`src/rtl/noc_pkg.sv`:
```
`default_nettype none
// +-----------------------------------------------------------------------+
// | noc_pkg: shared types and width helpers for the NoC inject arbiter     |
// | Revision: 1.0                                                          |
// +-----------------------------------------------------------------------+
package noc_pkg;

   typedef enum logic [0:0] {
      ST_IDLE   = 1'b0,
      ST_LOCKED = 1'b1
   } arb_state_t;

   function automatic int vc_width(input int num_vc);
      return (num_vc > 1) ? $clog2(num_vc) : 1;
   endfunction

   function automatic int cred_width(input int cred_max);
      return $clog2(cred_max + 1);
   endfunction

endpackage
`default_nettype wire

```
`src/rtl/noc_inject_arbiter_if.sv`:
```
`default_nettype none
// +-----------------------------------------------------------------------+
// | noc_inject_arbiter_if: requester, router channel and credit signals    |
// | Revision: 1.0                                                          |
// +-----------------------------------------------------------------------+
interface noc_inject_arbiter_if
   import noc_pkg::*;
#(
   parameter int NUM_REQ = 4,
   parameter int FLIT_W  = 64,
   parameter int NUM_VC  = 2
);
   localparam int VC_W = vc_width(NUM_VC);

   logic [NUM_REQ-1:0]        req_valid;
   logic [NUM_REQ*FLIT_W-1:0] req_flit;
   logic [NUM_REQ-1:0]        req_tail;
   logic [NUM_REQ*VC_W-1:0]   req_vc;
   logic [NUM_REQ-1:0]        req_ready;
   logic                      out_valid;
   logic                      out_head;
   logic                      out_tail;
   logic [FLIT_W-1:0]         out_flit;
   logic [VC_W-1:0]           out_vc;
   logic                      cred_valid;
   logic [VC_W-1:0]           cred_vc;
   logic [NUM_REQ-1:0]        owner;
   logic                      error;

   modport master (
      output req_valid, req_flit, req_tail, req_vc, cred_valid, cred_vc,
      input  req_ready, out_valid, out_head, out_tail, out_flit, out_vc,
             owner, error
   );

   modport slave (
      input  req_valid, req_flit, req_tail, req_vc, cred_valid, cred_vc,
      output req_ready, out_valid, out_head, out_tail, out_flit, out_vc,
             owner, error
   );

endinterface
`default_nettype wire

```
`src/rtl/noc_credit_counter.sv`:
```
`default_nettype none
// +-----------------------------------------------------------------------+
// | noc_credit_counter: saturating per-VC credit count with overflow pulse |
// | Revision: 1.0                                                          |
// +-----------------------------------------------------------------------+
module noc_credit_counter
   import noc_pkg::*;
#(
   parameter int CRED_MAX = 8,
   parameter int CNT_W    = cred_width(CRED_MAX)
)(
   input  logic clk,
   input  logic reset,
   input  logic i_dec,
   input  logic i_inc,
   output logic o_nonzero,
   output logic o_overflow
);
   localparam logic [CNT_W-1:0] c_cred_max = CNT_W'(CRED_MAX);

   logic [CNT_W-1:0] r_count;

   // A simultaneous spend and return cancel out, so only lone events move the count.
   always_ff @(posedge clk) begin
      if (!reset) begin
         r_count <= c_cred_max;
      end else if (i_inc && !i_dec) begin
         if (r_count != c_cred_max) r_count <= r_count + 1'b1;
      end else if (i_dec && !i_inc) begin
         if (r_count != '0) r_count <= r_count - 1'b1;
      end
   end

   assign o_nonzero  = (r_count != '0);
   assign o_overflow = i_inc && !i_dec && (r_count == c_cred_max);

endmodule
`default_nettype wire

```
`src/rtl/noc_inject_arbiter.sv`:
```
`default_nettype none
// +-----------------------------------------------------------------------+
// | noc_inject_arbiter: packet-locked round-robin injection with credits   |
// | Revision: 1.0                                                          |
// +-----------------------------------------------------------------------+
module noc_inject_arbiter
   import noc_pkg::*;
#(
   parameter int NUM_REQ  = 4,
   parameter int FLIT_W   = 64,
   parameter int NUM_VC   = 2,
   parameter int CRED_MAX = 8
)(
   input  logic               clk,
   input  logic               reset,
   noc_inject_arbiter_if.slave bus
);
   localparam int VC_W  = vc_width(NUM_VC);
   localparam int PTR_W = (NUM_REQ > 1) ? $clog2(NUM_REQ) : 1;

   arb_state_t         r_state;
   logic [PTR_W-1:0]   r_ptr;
   logic [PTR_W-1:0]   r_owner_idx;
   logic [NUM_REQ-1:0] r_owner;
   logic [VC_W-1:0]    r_vc;
   logic               r_out_valid;
   logic               r_out_head;
   logic               r_out_tail;
   logic [FLIT_W-1:0]  r_out_flit;
   logic [VC_W-1:0]    r_out_vc;
   logic               r_error;

   logic [NUM_VC-1:0]  w_cred_ok;
   logic [NUM_VC-1:0]  w_cred_dec;
   logic [NUM_VC-1:0]  w_cred_inc;
   logic [NUM_VC-1:0]  w_cred_ovf;
   logic [NUM_REQ-1:0] w_elig;
   logic [NUM_REQ-1:0] w_ready;
   logic               w_grant_vld;
   logic [PTR_W-1:0]   w_grant_idx;
   logic               w_acc;
   logic [PTR_W-1:0]   w_acc_idx;
   logic [VC_W-1:0]    w_acc_vc;
   logic               w_acc_tail;
   logic [FLIT_W-1:0]  w_acc_flit;

   // Lowest offset from the pointer wins; scanning downward lets it overwrite last.
   function automatic logic [PTR_W-1:0] rr_pick(input logic [NUM_REQ-1:0] elig,
                                                input logic [PTR_W-1:0]   ptr);
      logic [PTR_W-1:0] pick;
      int               idx;
      pick = ptr;
      for (int off = NUM_REQ - 1; off >= 0; off--) begin
         idx = (int'(ptr) + off) % NUM_REQ;
         if (elig[idx]) pick = PTR_W'(idx);
      end
      return pick;
   endfunction

   function automatic logic [PTR_W-1:0] next_ptr(input logic [PTR_W-1:0] idx);
      return (int'(idx) == NUM_REQ - 1) ? '0 : idx + 1'b1;
   endfunction

   always_comb begin
      w_elig = '0;
      for (int i = 0; i < NUM_REQ; i++) begin
         if (bus.req_valid[i] && (int'(bus.req_vc[i*VC_W +: VC_W]) < NUM_VC))
            w_elig[i] = w_cred_ok[bus.req_vc[i*VC_W +: VC_W]];
      end
   end

   assign w_grant_vld = |w_elig;
   assign w_grant_idx = rr_pick(w_elig, r_ptr);

   always_comb begin
      w_ready = '0;
      if (reset) begin
         if (r_state == ST_IDLE) begin
            if (w_grant_vld) w_ready[w_grant_idx] = 1'b1;
         end else begin
            w_ready = r_owner & {NUM_REQ{w_cred_ok[r_vc]}};
         end
      end
   end

   assign w_acc      = |(w_ready & bus.req_valid);
   assign w_acc_idx  = (r_state == ST_IDLE) ? w_grant_idx : r_owner_idx;
   assign w_acc_vc   = (r_state == ST_IDLE) ? bus.req_vc[w_grant_idx*VC_W +: VC_W] : r_vc;
   assign w_acc_tail = bus.req_tail[w_acc_idx];
   assign w_acc_flit = bus.req_flit[w_acc_idx*FLIT_W +: FLIT_W];

   generate
      for (genvar v = 0; v < NUM_VC; v++) begin : g_vc
         assign w_cred_dec[v] = w_acc && (w_acc_vc == VC_W'(v));
         assign w_cred_inc[v] = bus.cred_valid && (bus.cred_vc == VC_W'(v));

         noc_credit_counter #(
            .CRED_MAX (CRED_MAX)
         ) u_cnt (
            .clk        (clk),
            .reset      (reset),
            .i_dec      (w_cred_dec[v]),
            .i_inc      (w_cred_inc[v]),
            .o_nonzero  (w_cred_ok[v]),
            .o_overflow (w_cred_ovf[v])
         );
      end
   endgenerate

   always_ff @(posedge clk) begin
      if (!reset) begin
         r_state     <= ST_IDLE;
         r_ptr       <= '0;
         r_owner     <= '0;
         r_owner_idx <= '0;
         r_vc        <= '0;
         r_out_valid <= 1'b0;
         r_out_head  <= 1'b0;
         r_out_tail  <= 1'b0;
         r_out_flit  <= '0;
         r_out_vc    <= '0;
         r_error     <= 1'b0;
      end else begin
         r_out_valid <= w_acc;
         r_out_head  <= w_acc && (r_state == ST_IDLE);
         r_out_tail  <= w_acc && w_acc_tail;
         if (w_acc) begin
            r_out_flit <= w_acc_flit;
            r_out_vc   <= w_acc_vc;
         end
         r_error <= r_error | (|w_cred_ovf);

         case (r_state)
            ST_IDLE: begin
               if (w_acc) begin
                  if (w_acc_tail) begin
                     r_ptr <= next_ptr(w_acc_idx);
                  end else begin
                     r_state     <= ST_LOCKED;
                     r_owner     <= w_ready;
                     r_owner_idx <= w_acc_idx;
                     r_vc        <= w_acc_vc;
                  end
               end
            end
            ST_LOCKED: begin
               if (w_acc && w_acc_tail) begin
                  r_state <= ST_IDLE;
                  r_owner <= '0;
                  r_ptr   <= next_ptr(r_owner_idx);
               end
            end
            default: r_state <= ST_IDLE;
         endcase
      end
   end

   assign bus.req_ready = w_ready;
   assign bus.out_valid = r_out_valid;
   assign bus.out_head  = r_out_head;
   assign bus.out_tail  = r_out_tail;
   assign bus.out_flit  = r_out_flit;
   assign bus.out_vc    = r_out_vc;
   assign bus.owner     = r_owner;
   assign bus.error     = r_error;

endmodule
`default_nettype wire

```
`src/flat_wrapper.sv`:
```
// flat-port wrapper written by rule: the top's interface ports become plain ports
module noc_inject_arbiter_flat import noc_pkg::*;
#(
   parameter int NUM_REQ  = 4,
   parameter int FLIT_W   = 64,
   parameter int NUM_VC   = 2,
   parameter int CRED_MAX = 8
)
  (clk, reset, bus_req_valid, bus_req_flit, bus_req_tail, bus_req_vc, bus_cred_valid, bus_cred_vc, bus_req_ready, bus_out_valid, bus_out_head, bus_out_tail, bus_out_flit, bus_out_vc, bus_owner, bus_error);
  noc_inject_arbiter_if #(.NUM_REQ(NUM_REQ), .FLIT_W(FLIT_W), .NUM_VC(NUM_VC)) bus_i ();
  input  logic clk;
  input  logic reset;
  input wire logic [$bits(bus_i.req_valid)-1:0] bus_req_valid;
  input wire logic [$bits(bus_i.req_flit)-1:0] bus_req_flit;
  input wire logic [$bits(bus_i.req_tail)-1:0] bus_req_tail;
  input wire logic [$bits(bus_i.req_vc)-1:0] bus_req_vc;
  input wire logic [$bits(bus_i.cred_valid)-1:0] bus_cred_valid;
  input wire logic [$bits(bus_i.cred_vc)-1:0] bus_cred_vc;
  output wire logic [$bits(bus_i.req_ready)-1:0] bus_req_ready;
  output wire logic [$bits(bus_i.out_valid)-1:0] bus_out_valid;
  output wire logic [$bits(bus_i.out_head)-1:0] bus_out_head;
  output wire logic [$bits(bus_i.out_tail)-1:0] bus_out_tail;
  output wire logic [$bits(bus_i.out_flit)-1:0] bus_out_flit;
  output wire logic [$bits(bus_i.out_vc)-1:0] bus_out_vc;
  output wire logic [$bits(bus_i.owner)-1:0] bus_owner;
  output wire logic [$bits(bus_i.error)-1:0] bus_error;
  assign bus_i.req_valid = bus_req_valid;
  assign bus_i.req_flit = bus_req_flit;
  assign bus_i.req_tail = bus_req_tail;
  assign bus_i.req_vc = bus_req_vc;
  assign bus_i.cred_valid = bus_cred_valid;
  assign bus_i.cred_vc = bus_cred_vc;
  assign bus_req_ready = bus_i.req_ready;
  assign bus_out_valid = bus_i.out_valid;
  assign bus_out_head = bus_i.out_head;
  assign bus_out_tail = bus_i.out_tail;
  assign bus_out_flit = bus_i.out_flit;
  assign bus_out_vc = bus_i.out_vc;
  assign bus_owner = bus_i.owner;
  assign bus_error = bus_i.error;
  noc_inject_arbiter #(.NUM_REQ(NUM_REQ), .FLIT_W(FLIT_W), .NUM_VC(NUM_VC), .CRED_MAX(CRED_MAX)) u_core (.clk(clk), .reset(reset), .bus(bus_i));
endmodule
```
`config.mk`:
```
export PLATFORM = sky130hd
export DESIGN_NAME = noc_inject_arbiter_flat
export DESIGN_NICKNAME = d
export VERILOG_FILES = /design/src/rtl/noc_pkg.sv /design/src/rtl/noc_inject_arbiter_if.sv /design/src/rtl/noc_credit_counter.sv /design/src/rtl/noc_inject_arbiter.sv /design/src/flat_wrapper.sv
export SDC_FILE = /design/constraint.sdc
export NUM_CORES = 1
export LEC_CHECK = 0
export ABC_AREA = 1
export CAP_MARGIN = 10
export CORE_UTILIZATION = 25
export DETAILED_ROUTE_END_ITERATION = 10
export HOLD_SLACK_MARGIN = 0.1
export PLACE_DENSITY_LB_ADDON = 0.12
export SLEW_MARGIN = 0
export SYNTH_ARGS = -nofsm -noshare
export SYNTH_HDL_FRONTEND = slang
export SYNTH_SLANG_ARGS = --single-unit
```
`constraint.sdc`:
```
create_clock -name clk -period 2.71 [get_ports clk]
set_input_delay 0.4065 -clock clk [delete_from_list [all_inputs] [get_ports clk]]
set_output_delay 0.4065 -clock clk [all_outputs]
set_load 0.01 [all_outputs]
```
==> results of run 1 <==
## power by group
| group | switching [mW] | internal (mW) | leakage, nW |
|---|---|---|---|
| sequential | 0.316 | 1.88 | 0.716 |
| clock | 0.571 | 0.651 | 0.132 |
| combinational | 9.31 | 8.89 | 3.80 |
## worst min path at each step
stage / startpoint / to / slack [ns]
4_1_cts: reset / u_core.g_vc[1].u_cnt.r_count[3] / 0.36
3_3_place_gp: u_core.bus.out_flit[61] / u_core.bus.out_flit[61] / 0.45
6_report: reset / u_core.g_vc[1].u_cnt.r_count[3] / 0.38
2_1_floorplan: u_core.g_vc[1].u_cnt.r_count[3] / u_core.g_vc[1].u_cnt.r_count[3] / 0.47
3_5_place_dp: u_core.bus.out_flit[34] / u_core.bus.out_flit[34] / 0.45
5_1_grt: reset / u_core.g_vc[1].u_cnt.r_count[3] / 0.40
## layer usage
| layer | part of all wire (%) | vias up |
|---|---|---|
| met5 | 0 | - |
| met4 | 1.8 | 0 |
| met3 | 5.9 | 30 |
| met2 | 49 | 250 |
| met1 | 43 | 3674 |
| li1 | - | 3937 |
## flip-flops by register name, indices dropped and copies added, names as in the netlist, named ones only
register                   cells
u_core.bus.out_vc              1
u_core.r_vc                    1
u_core.bus.out_flit           64
u_core.bus.out_tail            1
u_core.g_vc.u_cnt.r_count      8
u_core.r_owner_idx             2
u_core.bus.out_head            1
u_core.bus.owner               4
u_core.r_ptr                   2
u_core.bus.error               1
u_core.bus.out_valid           1
## layout make-up
class                      count  area, um^2
fill                        2122       10200
sequential                    87        1750
tap                          280         350
multi-input combinational    715        4070
timing repair buffer         488        5180
clock buffer                  10         239
clock inverter                 5        41.3
inverter                      39         154
## cell usage in the layout, fill, tap and decap left out, drive strengths merged
| cell type | count |
|---|---|
| a211oi | 2 |
| a21oi | 30 |
| a31oi | 2 |
| and2 | 1 |
| and3 | 1 |
| buf | 131 |
| clkbuf | 24 |
| clkdlybuf4s50 | 339 |
| clkinv | 5 |
| clkinvlp | 2 |
| dfxtp | 87 |
| dlygate4sd2 | 4 |
| fa | 2 |
| ha | 4 |
| inv | 37 |
| nand2 | 114 |
| nand3 | 45 |
| nand3b | 2 |
| nand4 | 2 |
| nor2 | 245 |
| nor3 | 2 |
| nor4 | 2 |
| o21ai | 192 |
| o22ai | 64 |
| or2 | 1 |
| xnor2 | 1 |
| xor2 | 3 |
## what timing repair did
action                     in CTS  in global routing
setup buffers                  17                 15
gates cloned                    5                 15
setup endpoints to repair      82                 90
pin swaps                      37                 70
gates resized for setup       100                199
hold buffers                    0                  0
## through the flow
| step | setup WS (ns) | TNS, ns | total power [mW] | area [um^2] | utilization (%) |
|---|---|---|---|---|---|
| floorplan | -0.0323 | -0.0497 | 9.70 | 5770 | - |
| global placement | -0.761 | -36.33 | 14.9 | 10100 | 45.8 |
| detailed placement | -0.816 | -40.26 | 14.9 | 10100 | 45.8 |
| CTS | -0.287 | -5.59 | 18.1 | 10800 | 49.4 |
| global route | -0.534 | -20.37 | 23.1 | 11800 | 53.7 |
| finish | -0.294 | -6.06 | 21.6 | 11800 | 53.7 |
## worst max-delay path, stage by stage
cell             delay [ns]
clkdlybuf4s50_1        0.55
nand3_4                0.13
nand2_4                0.09
nand3_2                0.08
nand2_1                0.08
nand3_2                0.08
nand2_4                0.10
nand2_4                0.05
nand2_4                0.08
nand2_4                0.07
nand2_4                0.06
nand2_4                0.07
nand3_4                0.11
nand2_4                0.07
o21ai_4                0.21
nand2_4                0.09
ha_4                   0.30
nand2_1                0.05
nand2_1                0.06
a31oi_2                0.04
inv_1                  0.07
nand3_1                0.07
nand2_1                0.11
nand2_1                0.06
nand2_1                0.05
nand3_1                0.06
## cell families (layout without fill, tap and decap cells)
logic type	Yosys count	after routing	share of synthesized area, %
buffers and inverters	107	542	8.71
xor gates and xnor gates	4	4	0.623
and+or+nand+nor	415	415	30.4
adders and majority gates	6	6	1.60
DFF	87	87	30.9
AOI/OAI and AO/OA	290	290	27.7
==> out/qor.txt, run 1 <==
status: finished, violations left
failing checks: DRC, setup timing
M3 GR Usage: 5.96%
FF-to-FF path depth: 26
max-slew violation count: 0
FP Rows: 54
total CTS buffers: 9
area growth from synthesis to layout: 109%
synth top area cells: dfxtp_1, nor2_1, o21ai_0
Worst-Margin Slew: 0.595 ns
max cap viols: 0
antenna violations before repair: 0
PD cells: 1830 mW/mm^2
r2r endpoint: u_core.g_vc[0].u_cnt.r_count[3]
Final Hold Vio Count: 0
Syn Inst Count: 909
Synth top area share: 30.9%
CP startpoint kind: input pin
Final Instance Count excl. Fillers: 1624
GP Congestion: 0.894
GR Util All Layers: 22.3%
Core Area: 0.0220 mm^2
worst hold path stage count: 2
Relative slew margins: 60.3%
worst setup path end: u_core.g_vc[0].u_cnt.r_count[3]
Buffers on Ports: 348
reg2reg start: u_core.g_vc[0].u_cnt.r_count[0]
Min Hold Slack: 0.376 ns
prevailing post-synth register cell: dfxtp_1
most common cell in the netlist: nor2_1
# H-tree levels: 3
# clock sinks: 87
Synth Cell Area: 0.00563 mm^2
Synth Area per Inst: 6.19 um^2
Synth Warn #: 0
minimum clock period: 3.00 ns
sequential share of the synthesized area: 30.9%
syn nets: 1187
Max VDD drop: 0.955 mV
final wirelength: 28.4 mm
routed len/inst: 17.5 um
setup violators final: 64
Die ar.: 0.0231 mm^2
FF-to-FF setup slack: -0.29 ns
vias in the first global route: 7558
drt via density: 4.86
CTS tree: yes
GRT overflow: 0
post-synth top area cell: dfxtp_1
met1 Use GR: 26.8%
die extent in y: 152 um
GRT Max-Usage Layer: met2
Required @ worst endpoint: 2.92 ns
asr flop ratio synth: 0%
Die W: 152 um
CP Capture Type: flip-flop
synthesis-stage register bit count: 87
worst-skew pair later-pin latency: 0.35 ns
critical path data arrival time: 3.21 ns
top cells by count, synth: nor2_1, o21ai_0, nand2_1
count of different cell masters after synthesis: 35
CTS root buffer: clkbuf_16
CP Max Fanout: 4
DRT iter0 DRCs: 419
unrepaired setup endpoints after global routing: yes
I/O pins: 349
# placed instances: 1559
global-route wire length before repair: 40.4 mm
HP Class: input pin to flip-flop
CP startpoint: bus_req_valid[3]
Initial Utilization: 25.6%
clk slew on worst S/H paths: 0.07 ns
Tcrit/Tclk final: 111%
buffer depth of the longest clock path: 2
kind of critical path: input pin to flip-flop
largest net degree at the start of global routing: 53
met2 GRT Util: 38.5%
EDFF count, synth: 0
final worst setup slack: -0.294 ns
Max Clk Rate: 0.333 GHz
layout cell share with drive strength beyond 1: 24.1%
number of antenna diodes: 0
final clock skew: 0.00841 ns
post-route ant nets: 0
final HPWL from detailed placement: 19.5 mm
drt first pass iters: 8
via count: 7891
Final #Nets: 1618
final routed DRC violation total: 18
leakage: 4.65 nW
(Power assumes the default switching activity.)
==> run 2, diff against run 1 <==
==> constraint.sdc (replaced) <==
create_clock -name clk -period 2.9 [get_ports clk]
set_input_delay 0.435 -clock clk [delete_from_list [all_inputs] [get_ports clk]]
set_output_delay 0.435 -clock clk [all_outputs]
set_load 0.01 [all_outputs]
==> out/qor.txt, run 2 (synthesis gave the netlist of run 1 again) <==
Worst Min Path Start: u_core.bus.out_flit[5]
Sw Pwr: 9.63 mW
final wirelength: 29.1 mm
FP Rows: 54
Critical-path top delay cell: clkdlybuf4s50_1
Required @ worst endpoint: 3.18 ns
Final Instance Count excl. Fillers: 1650
global-route wire length before repair: 39.8 mm
CP Max Fanout: 8
GP Congestion: 0.867
unrepaired setup endpoints after global routing: yes
Initial Utilization: 25.6%
worst-skew pair later-pin latency: 0.35 ns
Relative slew margins: 56.0%
GR Util All Layers: 21.8%
vias in the first global route: 7457
PD cells: 1710 mW/mm^2
FF-to-FF setup slack: -0.17 ns
final HPWL from detailed placement: 19.6 mm
max-slew violation count: 0
setup violators final: 87
antenna violations before repair: 1
Die W: 152 um
Critical path buffers and inverters: 9
critical path data arrival time: 3.37 ns
FF-to-FF path depth: 25
CP startpoint: bus_req_valid[0]
Core Area: 0.0220 mm^2
area growth from synthesis to layout: 115%
DRT iter0 DRCs: 363
leakage: 4.85 nW
Final Hold Vio Count: 0
failing checks: DRC, setup timing
drt via density: 4.86
GRT overflow: 0
Final #Nets: 1643
CTS root buffer: clkbuf_16
CP startpoint kind: input pin
die extent in y: 152 um
# clock sinks: 87
Max Clk Rate: 0.324 GHz
Filler Cells Inserted: 2068
r2r endpoint: u_core.bus.out_flit[0]
CTS tree: yes
Worst-Margin Slew: 0.660 ns
# placed instances: 1576
buffer depth of the longest clock path: 2
largest net degree at the start of global routing: 47
post-route ant nets: 0
Max stage delay on crit path: 0.51 ns
final routed DRC violation total: 24
# H-tree levels: 3
Max VDD drop: 0.923 mV
Buffers on Ports: 348
CP Capture Type: flip-flop
reg2reg start: u_core.g_vc[0].u_cnt.r_count[3]
routed len/inst: 17.6 um
Tcrit/Tclk final: 107%
most frequent cells in the layout: clkdlybuf4s50_1, nor2_1, o21ai_0, buf_4, dfxtp_1
status: finished, violations left
register share of total power: 10.2%
I/O pins: 349
drt first pass iters: 8
via count: 8013
max reg flops: 64
layout cell share with drive strength beyond 1: 26.1%
final worst setup slack: -0.189 ns
Hold Path Sink: u_core.bus.out_flit[5]
Internal: 11.0 mW
utilization after layout: 55.2%
minimum clock period: 3.09 ns
number of antenna diodes: 0
max cap viols: 0
sw frac: 46.6%
Die ar.: 0.0231 mm^2
most common cell after layout, fill and taps aside: clkdlybuf4s50_1
Clk network pwr share: 5.4%
kind of critical path: input pin to flip-flop
final clock skew: 0.00852 ns
total CTS buffers: 9
HP Class: flip-flop to flip-flop
worst hold path stage count: 2
Crit path top cell by count: nand2_4
clk slew on worst S/H paths: 0.06 ns
critical path's top delay family: buffers and inverters
Comb power frac: 84.4%
run 2: cell count changes in the layout (fill, tap and decap cells not counted), moves of 8 or more:
cell	previous run	this run
o21ai_0	79	129
nor2_1	209	228
buf_12	17	25
nand2_2	12	31
nand2_1	87	62
buf_4	75	97
o21ai_1	85	29
nor2_2	27	5
run 2: power groups by stage:
stage               clock network, mW  registers (mW)  logic, mW
floorplan                           0            2.25       6.68
global placement                    0            2.04       12.3
detailed placement                  0            2.05       12.3
CTS                              1.15            2.05       12.6
global route                     1.20            2.18       18.8
finish                           1.11            2.11       17.4
run 2: cell type report:
cell class	instances	area [um^2]	area share [%]
repair buffers	513	5420	44.7
multi-input cells	715	4160	34.4
flip-flops and latches	87	1750	14.4
well taps	280	350	2.89
clock buffers	10	229	1.89
inverters	39	161	1.33
clock inverters	6	46.3	0.382
run 2: worst max-delay path by stage:
stage	slack (ns)	endpoint	cells after the start
2_1_floorplan	-0.008	u_core.g_vc[1].u_cnt.r_count[3]	26
3_3_place_gp	-0.68	u_core.g_vc[0].u_cnt.r_count[3]	27
3_5_place_dp	-0.76	u_core.g_vc[0].u_cnt.r_count[3]	27
4_1_cts	-0.06	u_core.g_vc[0].u_cnt.r_count[3]	25
5_1_grt	-0.34	u_core.g_vc[0].u_cnt.r_count[3]	26
6_report	-0.19	u_core.bus.out_flit[0]	25
run 2: repair_timing:
item	4_1_cts	5_1_grt
setup buffers	4	35
hold buffers	0	0
endpoints found under the setup margin	10	87
pin swaps	27	93
cloned	0	21
gates resized for setup	56	226
run 2: worst register-to-register path, stage by stage, from the launching register on:
cell and delay (ns):
dfxtp_2 0.34, nor2_4 0.22, nand3_2 0.12, nand3_2 0.11, nand2_2 0.08, nand3_2 0.12
nand2_2 0.06, nand3_2 0.06, nand2_2 0.05, nand2_2 0.08, nand2_4 0.09, nor2_4 0.19
nor2_2 0.06, nand3_2 0.09, nand2_4 0.08, buf_4 0.14, buf_6 0.10, buf_6 0.11
buf_6 0.11, nor2_8 0.13, buf_12 0.14, buf_12 0.16, buf_8 0.13, buf_4 0.10
nand2_1 0.04, a21oi_1 0.10
run 2: per-layer routing:
layer  up-vias  track usage, %  wire length [um]
li1       3983               -                 -
met1      3706            26.0             12100
met2       282            38.2             14500
met3        40            5.56              1870
met4         2            6.66               617
met5         -               0                13
run 2: through the flow:
stage / setup slack (ns) / setup TNS, ns / instance area (um^2) / power [mW] / hold WS [ns]
floorplan: -0.00800 / -0.00800 / 5670 / 8.93 / 0.468
global placement: -0.680 / -23.97 / 10100 / 14.3 / 0.450
detailed placement: -0.756 / -27.68 / 10100 / 14.3 / 0.454
CTS: -0.0563 / -0.0628 / 10600 / 15.8 / 0.465
global route: -0.341 / -19.07 / 12100 / 22.2 / 0.475
finish: -0.189 / -7.57 / 12100 / 20.7 / 0.459
==> run 3, diff against run 2 <==
--- a/config.mk
+++ b/config.mk
@@ -11,7 +11,7 @@
 export DETAILED_ROUTE_END_ITERATION = 10
 export HOLD_SLACK_MARGIN = 0.1
 export PLACE_DENSITY_LB_ADDON = 0.12
-export SLEW_MARGIN = 0
+export SLEW_MARGIN = 30
 export SYNTH_ARGS = -nofsm -noshare
 export SYNTH_HDL_FRONTEND = slang
 export SYNTH_SLANG_ARGS = --single-unit
==> constraint.sdc (replaced) <==
create_clock -name clk -period 3.4 [get_ports clk]
set_input_delay 0.51 -clock clk [delete_from_list [all_inputs] [get_ports clk]]
set_output_delay 0.51 -clock clk [all_outputs]
set_load 0.01 [all_outputs]
==> out/qor.txt, run 3 (synthesis gave the netlist of run 1 again) <==
most common cell after layout, fill and taps aside: clkdlybuf4s50_1
CTS tree: yes
max reg flops: 64
clk slew on worst S/H paths: 0.06 ns
Min Hold Slack: 0.464 ns
routed len/inst: 16.4 um
buffer depth of the longest clock path: 2
total CTS buffers: 9
Buffers on Ports: 348
vias in the first global route: 7316
Hold Path Sink: u_core.bus.out_flit[54]
Max Clk Rate: 0.308 GHz
CTS root buffer: clkbuf_16
hold_buf cts: 0
FF-to-FF setup slack: 0.20 ns
max cap viols: 0
Required @ worst endpoint: 2.89 ns
DRT iter0 DRCs: 321
# placed instances: 1521
Relative slew margins: 67.4%
# H-tree levels: 3
met2 GRT Util: 37.3%
Critical-path top delay cell: clkdlybuf4s50_1
met1 Use GR: 26.2%
critical path's top delay family: simple AND/OR/NAND/NOR gates
Final Instance Count excl. Fillers: 1538
via count: 7436
Final #Nets: 1533
Register Area: 0.00174 mm^2
GRT overflow: 0
largest net degree at the start of global routing: 79
Final Hold Vio Count: 0
Worst Min Path Start: u_core.bus.out_flit[54]
PD cells: 1190 mW/mm^2
die extent in y: 152 um
critical path data arrival time: 2.73 ns
HP Class: flip-flop to flip-flop
I/O pins: 349
global-route wire length before repair: 39.5 mm
drt via density: 4.83
# clock sinks: 87
Max VDD drop: 1.34 mV
GR Util All Layers: 21.6%
layout cell share with drive strength beyond 1: 10.3%
post-route ant nets: 0
final wirelength: 25.2 mm
reg2reg start: u_core.g_vc[0].u_cnt.r_count[0]
Critical path buffers and inverters: 1
r2r endpoint: u_core.g_vc[0].u_cnt.r_count[3]
max-slew violation count: 0
Initial Utilization: 25.6%
cell chain of the critical path: nor2_2 > nand3_1 > nand3_2 > nand2_1 > nand3_1 > nand3_2 > nand2_2 > nand2_1 > nand2_2 > nand3_2 > nand2_2 > and2_1 > clkdlybuf4s50_1
CP startpoint kind: flip-flop
Filler Cells Inserted: 2264
GRT Max-Usage Layer: met2
antenna violations before repair: 1
Die W: 152 um
status: finished, violations left
final clock skew: 0.00745 ns
CP Max Fanout: 5
kind of critical path: flip-flop to primary output
GP Congestion: 0.847
final HPWL from detailed placement: 18.3 mm
Core Area: 0.0220 mm^2
Die ar.: 0.0231 mm^2
failing checks: DRC
FF-to-FF path depth: 25
final routed DRC violation total: 22
Tcrit/Tclk final: 95.4%
area of the multi-input gates: 0.00361 mm^2
CP Capture Type: primary output
leakage: 3.97 nW
worst-skew pair later-pin latency: 0.34 ns
setup violators final: 0
Max stage delay on crit path: 0.56 ns
most frequent cells in the layout: clkdlybuf4s50_1, nor2_1, o21ai_0, nand2_1, dfxtp_1
minimum clock period: 3.24 ns
area growth from synthesis to layout: 79.6%
drt first pass iters: 7
FP Rows: 54
M3 GR Usage: 5.31%
worst hold path stage count: 2
Worst-Margin Slew: 0.489 ns
run 3: changes by cell type in the layout (fill, tap and decap cells not counted), moves of 11 or more:
cell | previous run | this run
buf_4 | 97 | 47
nand2_1 | 62 | 93
o21ai_0 | 129 | 156
o21ai_2 | 29 | 2
buf_6 | 21 | 1
nand2_4 | 21 | 2
buf_12 | 25 | 7
nand3_1 | 17 | 32
clkbuf_16 | 23 | 9
nand2_2 | 31 | 19
a21oi_1 | 17 | 28
run 3: through the flow:
stage,cell area (um^2),total power [mW],util (%),setup WS (ns),TNS [ns]
after floorplan,5630,7.56,-,0.369,0
after global placement,9610,10.9,43.8,-0.296,-1.13
after detailed placement,9610,10.9,43.8,-0.355,-1.31
after CTS,9890,12.0,45.0,0.0198,0
after global routing,10100,13.3,46.0,-0.0847,-0.175
final,10100,12.1,46.0,0.155,0
run 3: routing by layer:
metal,vias up,part of all wire [%]
li1,3753,-
met1,3415,43
met2,232,48
met3,36,6.4
met4,0,2.2
met5,-,0
run 3: worst reg2reg max path: cells and delay by family, from the launching register on:
| kind | cells | cell delay, ns |
|---|---|---|
| AO/OA/AOI/OAI | 2 | 0.36 |
| adder cells (fa/ha/maj) | 1 | 0.26 |
| buffers and inverters | 1 | 0.06 |
| flip-flops | 1 | 0.31 |
| AND/OR/NAND/NOR | 21 | 2.09 |
run 3: what timing repair did:
| action | CTS | global route |
|---|---|---|
| gates resized for setup | 5 | 45 |
| setup buffers | 0 | 3 |
| setup endpoints to repair | 3 | 9 |
| gates cloned | 0 | 0 |
| pin swaps | 0 | 21 |
run 3: cell type report:
| class | count | area share [%] |
|---|---|---|
| Antenna cell | 1 | 0.0248 |
| Clock buffer | 11 | 2.30 |
| Clock inverter | 2 | 0.347 |
| Inverter | 39 | 1.45 |
| Multi-Input combinational cell | 715 | 35.7 |
| Sequential cell | 87 | 17.2 |
| Tap cell | 280 | 3.47 |
| Timing Repair Buffer | 403 | 39.5 |
run 3: worst max path at each step:
stage | start | to | slack [ns] | cells past startpoint
after floorplan | bus_req_vc[1] | u_core.g_vc[1].u_cnt.r_count[3] | 0.37 | 26
after global placement | bus_req_vc[1] | u_core.g_vc[0].u_cnt.r_count[3] | -0.30 | 27
after detailed placement | bus_req_vc[2] | u_core.g_vc[0].u_cnt.r_count[3] | -0.36 | 27
after CTS | bus_req_vc[2] | bus_req_ready[2] | 0.02 | 16
after global routing | u_core.g_vc[0].u_cnt.r_count[0] | u_core.g_vc[1].u_cnt.r_count[3] | -0.08 | 26
final | u_core.g_vc[0].u_cnt.r_count[0] | bus_req_ready[0] | 0.16 | 13
run 3: power breakdown:
| group | total (mW) | switching [mW] | internal (mW) | leakage (nW) |
|---|---|---|---|---|
| logic | 9.30 | 5.54 | 3.76 | 3.12 |
| clock network | 0.969 | 0.412 | 0.558 | 0.131 |
| registers | 1.78 | 0.292 | 1.49 | 0.715 |
